==> src/rtl/bob_pkg.sv <==
// bob_pkg: shared defaults and count-field widths for the branch-order buffer
package bob_pkg;
  localparam int BOB_DEPTH     = 48;
  localparam int BOB_ADDR_W    = 6;
  localparam int BOB_ALLOC_W   = 2;
  localparam int BOB_RETIRE_W  = 2;
  localparam int BOB_CNT_W     = BOB_ADDR_W + 1;
  localparam int BOB_NEW_CNT_W = $clog2(BOB_ALLOC_W + 1);
  localparam int BOB_RET_CNT_W = $clog2(BOB_RETIRE_W + 1);
endpackage

==> src/rtl/bob_alloc_if.sv <==
// bob_alloc_if: allocate/retire handshake between front-end, retire logic and bob_alloc
interface bob_alloc_if import bob_pkg::*; #(
  parameter int ADDR_WIDTH = BOB_ADDR_W,
  parameter int ALLOC_W    = BOB_ALLOC_W,
  parameter int RETIRE_W   = BOB_RETIRE_W,
  parameter int CNT_WIDTH  = ADDR_WIDTH + 1
);
  logic                          except;
  logic [$clog2(ALLOC_W+1)-1:0]  new_cnt;
  logic                          stall;
  logic [ADDR_WIDTH-1:0]         new_addr;
  logic                          doStall;
  logic [$clog2(RETIRE_W+1)-1:0] retire_avail;
  logic [$clog2(RETIRE_W+1)-1:0] ret_cnt;
  logic [ADDR_WIDTH-1:0]         retire_addr;
  logic [CNT_WIDTH-1:0]          used_cnt;
  logic                          err;
  modport master (
    output except, new_cnt, stall, ret_cnt,
    input  new_addr, doStall, retire_avail, retire_addr, used_cnt, err
  );
  modport slave (
    input  except, new_cnt, stall, ret_cnt,
    output new_addr, doStall, retire_avail, retire_addr, used_cnt, err
  );
endinterface

==> src/rtl/bob_ptr_adv.sv <==
// bob_ptr_adv: combinational pointer advance (ptr + n) mod DEPTH for non-power-of-two depths
module bob_ptr_adv import bob_pkg::*; #(
  parameter int DEPTH      = BOB_DEPTH,
  parameter int ADDR_WIDTH = BOB_ADDR_W,
  parameter int N_WIDTH    = BOB_NEW_CNT_W
) (
  input  logic [ADDR_WIDTH-1:0] ptr,
  input  logic [N_WIDTH-1:0]    n,
  output logic [ADDR_WIDTH-1:0] nxt
);
  logic [ADDR_WIDTH:0] sum;
  assign sum = {1'b0, ptr} + (ADDR_WIDTH+1)'(n);
  assign nxt = sum >= (ADDR_WIDTH+1)'(DEPTH) ? ADDR_WIDTH'(sum - (ADDR_WIDTH+1)'(DEPTH)) : ADDR_WIDTH'(sum);
endmodule

==> src/rtl/bob_alloc.sv <==
// bob_alloc: BOB head/tail pointer manager; BOB_ALLOC_CHK_EN enables sticky protocol checking on err
module bob_alloc import bob_pkg::*; #(
  parameter int DEPTH      = BOB_DEPTH,
  parameter int ADDR_WIDTH = BOB_ADDR_W,
  parameter int ALLOC_W    = BOB_ALLOC_W,
  parameter int RETIRE_W   = BOB_RETIRE_W,
  parameter int CNT_WIDTH  = ADDR_WIDTH + 1
) (
  input logic         clk,
  input logic         rst,
  bob_alloc_if.slave  bus
);
  localparam int NW = $clog2(ALLOC_W + 1);
  localparam int RW = $clog2(RETIRE_W + 1);
  logic [ADDR_WIDTH-1:0] head_q, head_d, tail_q, tail_d, head_adv, tail_adv;
  logic [CNT_WIDTH-1:0]  cnt_q, cnt_d;
  logic [RW-1:0]         avail_q, avail_d, ret_n;
  logic [NW-1:0]         alloc_n;
  logic                  err_q, err_d, full;
  assign full = cnt_q > CNT_WIDTH'(DEPTH - ALLOC_W);
  // accepted alloc/retire amounts; except drops both, the checker suppresses illegal requests
  always_comb begin
`ifdef BOB_ALLOC_CHK_EN
    alloc_n = (!bus.stall && !full && !bus.except && bus.new_cnt <= NW'(ALLOC_W)) ? bus.new_cnt : '0;
    ret_n   = (!bus.except && bus.ret_cnt <= avail_q) ? bus.ret_cnt : '0;
    err_d   = err_q | (bus.ret_cnt > avail_q) | (bus.new_cnt > NW'(ALLOC_W));
`else
    alloc_n = (!bus.stall && !full && !bus.except) ? bus.new_cnt : '0;
    ret_n   = !bus.except ? bus.ret_cnt : '0;
    err_d   = 1'b0;
`endif
  end
  bob_ptr_adv #(.DEPTH(DEPTH), .ADDR_WIDTH(ADDR_WIDTH), .N_WIDTH(NW)) u_head (.ptr(head_q), .n(alloc_n), .nxt(head_adv));
  bob_ptr_adv #(.DEPTH(DEPTH), .ADDR_WIDTH(ADDR_WIDTH), .N_WIDTH(RW)) u_tail (.ptr(tail_q), .n(ret_n), .nxt(tail_adv));
  // next pointers and occupancy; except snaps the tail onto the unchanged head
  always_comb begin
    head_d  = head_adv;
    tail_d  = bus.except ? head_q : tail_adv;
    cnt_d   = bus.except ? '0 : cnt_q + CNT_WIDTH'(alloc_n) - CNT_WIDTH'(ret_n);
    avail_d = cnt_d > CNT_WIDTH'(RETIRE_W) ? RW'(RETIRE_W) : RW'(cnt_d);
  end
  // state registers, cleared asynchronously
  always_ff @(posedge clk or posedge rst) begin
    if (rst) begin
      head_q  <= '0;
      tail_q  <= '0;
      cnt_q   <= '0;
      avail_q <= '0;
      err_q   <= 1'b0;
    end else begin
      head_q  <= head_d;
      tail_q  <= tail_d;
      cnt_q   <= cnt_d;
      avail_q <= avail_d;
      err_q   <= err_d;
    end
  end
  assign bus.new_addr     = head_q;
  assign bus.retire_addr  = tail_q;
  assign bus.used_cnt     = cnt_q;
  assign bus.retire_avail = avail_q;
  assign bus.doStall      = full;
  assign bus.err          = err_q;
endmodule

==> src/flat_wrapper.sv <==
// flat-port wrapper written by rule: the top's interface ports become plain ports
module bob_alloc_flat import bob_pkg::*;
#(
  parameter int DEPTH      = BOB_DEPTH,
  parameter int ADDR_WIDTH = BOB_ADDR_W,
  parameter int ALLOC_W    = BOB_ALLOC_W,
  parameter int RETIRE_W   = BOB_RETIRE_W,
  parameter int CNT_WIDTH  = ADDR_WIDTH + 1
)
  (clk, rst, bus_except, bus_new_cnt, bus_stall, bus_ret_cnt, bus_new_addr, bus_doStall, bus_retire_avail, bus_retire_addr, bus_used_cnt, bus_err);
  bob_alloc_if #(.ADDR_WIDTH(ADDR_WIDTH), .ALLOC_W(ALLOC_W), .RETIRE_W(RETIRE_W), .CNT_WIDTH(CNT_WIDTH)) bus_i ();
  input logic clk;
  input logic rst;
  input wire logic [$bits(bus_i.except)-1:0] bus_except;
  input wire logic [$bits(bus_i.new_cnt)-1:0] bus_new_cnt;
  input wire logic [$bits(bus_i.stall)-1:0] bus_stall;
  input wire logic [$bits(bus_i.ret_cnt)-1:0] bus_ret_cnt;
  output wire logic [$bits(bus_i.new_addr)-1:0] bus_new_addr;
  output wire logic [$bits(bus_i.doStall)-1:0] bus_doStall;
  output wire logic [$bits(bus_i.retire_avail)-1:0] bus_retire_avail;
  output wire logic [$bits(bus_i.retire_addr)-1:0] bus_retire_addr;
  output wire logic [$bits(bus_i.used_cnt)-1:0] bus_used_cnt;
  output wire logic [$bits(bus_i.err)-1:0] bus_err;
  assign bus_i.except = bus_except;
  assign bus_i.new_cnt = bus_new_cnt;
  assign bus_i.stall = bus_stall;
  assign bus_i.ret_cnt = bus_ret_cnt;
  assign bus_new_addr = bus_i.new_addr;
  assign bus_doStall = bus_i.doStall;
  assign bus_retire_avail = bus_i.retire_avail;
  assign bus_retire_addr = bus_i.retire_addr;
  assign bus_used_cnt = bus_i.used_cnt;
  assign bus_err = bus_i.err;
  bob_alloc #(.DEPTH(DEPTH), .ADDR_WIDTH(ADDR_WIDTH), .ALLOC_W(ALLOC_W), .RETIRE_W(RETIRE_W), .CNT_WIDTH(CNT_WIDTH)) u_core (.clk(clk), .rst(rst), .bus(bus_i));
endmodule
==> config.mk <==
export PLATFORM = sky130hd
export DESIGN_NAME = bob_alloc_flat
export DESIGN_NICKNAME = d
export VERILOG_FILES = /design/src/rtl/bob_pkg.sv /design/src/rtl/bob_alloc_if.sv /design/src/rtl/bob_ptr_adv.sv /design/src/rtl/bob_alloc.sv /design/src/flat_wrapper.sv
export SDC_FILE = /design/constraint.sdc
export NUM_CORES = 1
export LEC_CHECK = 0
export CAP_MARGIN = 20
export CORE_MARGIN = 2
export CORE_UTILIZATION = 45
export CTS_CLUSTER_DIAMETER = 50
export DETAILED_ROUTE_END_ITERATION = 8
export PLACE_DENSITY = 0.74
export SYNTH_ARGS = -nofsm -noshare
export SYNTH_HDL_FRONTEND = slang
export SYNTH_SLANG_ARGS = --single-unit
==> constraint.sdc <==
create_clock -name clk -period 3.4 [get_ports clk]
set_clock_uncertainty 0.05 [all_clocks]
set_input_delay 0.68 -clock clk [delete_from_list [all_inputs] [get_ports clk]]
set_output_delay 0.68 -clock clk [all_outputs]
set_load 0.03 [all_outputs]
==> out/results.ini <==
[setup_path]
path_cells=buf_6 -> or4b_4 -> a31oi_4 -> xnor2_1 -> ha_2 -> a21o_1 -> ha_4 -> nor2b_2 -> o21a_1 -> o21a_1 -> o21ai_2 -> nor3b_4 -> nor3_2 -> or4_1
slowest_stage=or4_1
start_kind=primary input
arrival_ns=3.68
endpoint_kind=flop
path_delay_family=simple AND/OR/NAND/NOR gates
cp_max_fo=2
worstSetupPathType=in2reg
crit_required_ns=3.54
cpPeakStageDelay_ns=0.55
path_depth=14
crit_top_cell=o21a_1
worst_r2r_path_depth=15
critPathBufInv=1

[global_routing]
antenna_found_initial=0
grt-ovfl-total=0
grt_pass1_wl_um=6350
grt_pass1_vias=1410
track_usage=0.201
grt_max_degree=22

[outcome]
outcome=finished with violations
violations=negative setup slack

[yosys]
synth_nets=189
synth-edff-count=0
yosysWarnings=0
async_flop_share=1.00
syn_inst=162
synth_top_area_cell=dfrtp_1
synth_common_cells=21 x dfrtp_1, 18 x inv_1, 17 x ha_1
ys_ff_latch=21
synth_cell_types=46
seq_area_frac_synth=0.337
yosysMostFrequentCell=dfrtp_1
synth_area_leaders=dfrtp_1 34%, ha_1 14%, xor2_1 5.6%
ys.flop_type=dfrtp_1
synth_area_um2=1560
yosysTopAreaCellShare=0.337
synth.avg_cell_area_um2=9.62

[clocking]
clock_latency_ns=0.31
clock_path_buffers=2
numClockSinks=21
cts_buffers=3
cts_tree=yes
cts_root_buffer=clkbuf_4
cts.clk_slew.worst_paths_ns=0.12
hold_buffers=0
htreeDepth=1

[cells_and_area]
n_fill_cell=233
fin_util=0.705
areaGrowthSynthToFinish_pct=51.0
drive_gt1_frac=0.379
final_cells=273
antenna_cells=0
finalNetCount=255

[drt]
avgRoutedWirePerCell_um=15.0
routed_wl_um=4090
ant_nets=0
viasPerCell=5.22
wl_met2_um=2170
top_layer=met4
routed-via-count=1424
wl_met3_um=129
dr.pass1.iters=6
met1Wirelength_um=1740
drc=0
drt_iter0_markers=49

[flow_run]
max_cap_viol_count=0

[sta]
worst_pin_slew_ns=0.811
rsz0062_at_grt=yes
setup_violations=3
min_period_ns=3.54
max_freq_mhz=282
setup_slack_ns=-0.140
finalHoldViolCount=0
finalCritPeriodShare=1.04
relSlewSlack=0.459
slew_viol_final=0

[placed_design]
placed_cells=261
port_buffers=29
place.gp.congestion=0.823
post-dp-hpwl_um=3030

[min_path]
hp-class=reg2reg
hold_depth=1

[floorplanning]
die_area_um2=3950
die_h_um=62.9
start_util=0.467
die_w_um=62.9
core_area_um2=3340
io_pins=31
std_cell_rows=21

[power_and_ir_drop]
p_total_mw=2.11
max-vdd-ir-drop_v=0.000499
power_leakage_nw=1.07
power_density_nw_per_um2=895

## through the flow
stage	hold WS, ns	setup TNS [ns]	worst slack (ns)	cell area [um^2]
3_5_place_dp	0.532	-4.44	-0.745	2150
6_report	0.584	-0.279	-0.140	2350
5_1_grt	0.593	-0.775	-0.261	2350
2_1_floorplan	0.606	-0.471	-0.242	1600
3_3_place_gp	0.530	-3.54	-0.655	2150
4_1_cts	0.567	-0.128	-0.0675	2220
## layout by cell type, fill, tap and decap left out, types with 3 or more instances in the layout
| cell | instances |
|---|---|
| clkdlybuf4s50_1 | 26 |
| ha_4 | 4 |
| ha_1 | 9 |
| nor2_1 | 9 |
| dfrtp_1 | 18 |
| nand3_1 | 4 |
| a21o_1 | 3 |
| nor2b_1 | 3 |
| dfrtp_2 | 3 |
| nand2_1 | 11 |
| inv_1 | 15 |
| o21ai_0 | 5 |
| a21oi_2 | 3 |
| ha_2 | 4 |
| xnor2_1 | 3 |
| buf_4 | 38 |
| xor2_1 | 9 |
| clkbuf_4 | 3 |
| nand2b_1 | 3 |
## power by group
group	switching, mW	total (mW)	internal [mW]
logic	0.727	1.47	0.746
registers	0.159	0.509	0.351
clock network	0.0793	0.125	0.0459
total	0.965	2.11	1.14
## worst reg2reg max path, cell delays in order, from the launching register on
cell,delay (ns)
dfrtp_2,0.45
ha_4,0.17
a31o_2,0.21
buf_4,0.14
a31oi_4,0.19
xnor2_1,0.10
ha_2,0.18
a21o_1,0.18
ha_4,0.22
nor2b_2,0.14
o21a_1,0.18
o21a_1,0.20
o21ai_2,0.17
nor3b_4,0.22
nor3_2,0.07
or4_1,0.55
## path summary, 6_finish.rpt
kind / from / end / slack [ns]
min reg2reg: u_core.bus.new_addr[0] / u_core.bus.retire_addr[0] / 0.58
max in group asynchronous: rst / u_core.bus.used_cnt[4] / 1.98
max: bus_stall / u_core.bus.retire_avail[1] / -0.14
max reg2reg: u_core.bus.used_cnt[3] / u_core.bus.retire_avail[1] / -0.12
min in group asynchronous: rst / u_core.bus.used_cnt[5] / 0.77
min: u_core.bus.new_addr[0] / u_core.bus.retire_addr[0] / 0.58
## kinds of logic (layout without fill, tap and decap cells)
| group | count (synthesis) | in the layout | share of synthesized area |
|---|---|---|---|
| mux | 5 | 5 | 0.0345 |
| xor+xnor | 14 | 14 | 0.0835 |
| buf+inv | 25 | 90 | 0.0642 |
| fa+ha+maj | 21 | 21 | 0.177 |
| other cells | 1 | 1 | 0.00241 |
| compound gates | 27 | 27 | 0.128 |
| simple gates | 48 | 48 | 0.173 |
| flops | 21 | 21 | 0.337 |
## metal layers
layer,up-vias,GRT usage
met4,0,0.0583
met5,-,0
li1,671,-
met1,720,0.249
met2,28,0.372
met3,5,0.0126
## area by class of cell
| class | instances | area, um^2 | share of cell area |
|---|---|---|---|
| tap | 46 | 57.6 | 0.0245 |
| clock buffer | 4 | 26.3 | 0.0112 |
| sequential | 21 | 529 | 0.225 |
| multi-input combinational | 116 | 1090 | 0.462 |
| timing repair buffer | 68 | 583 | 0.248 |
| inverter | 18 | 70.1 | 0.0298 |
## registers in the layout (all words and copies together), names as in the netlist
signal / flops
u_core.bus.new_addr: 6
u_core.bus.retire_addr: 6
u_core.bus.retire_avail: 2
u_core.bus.used_cnt: 7
## repair_timing
action                                  CTS  global route
pin swaps                                16            20
resized for setup                        17            24
buffers inserted                          4             5
endpoints found under the hold margin     0             0
endpoints found under the setup margin    6             5
cloned                                    0             0
Note: power is estimated with default switching activity, not from simulation.
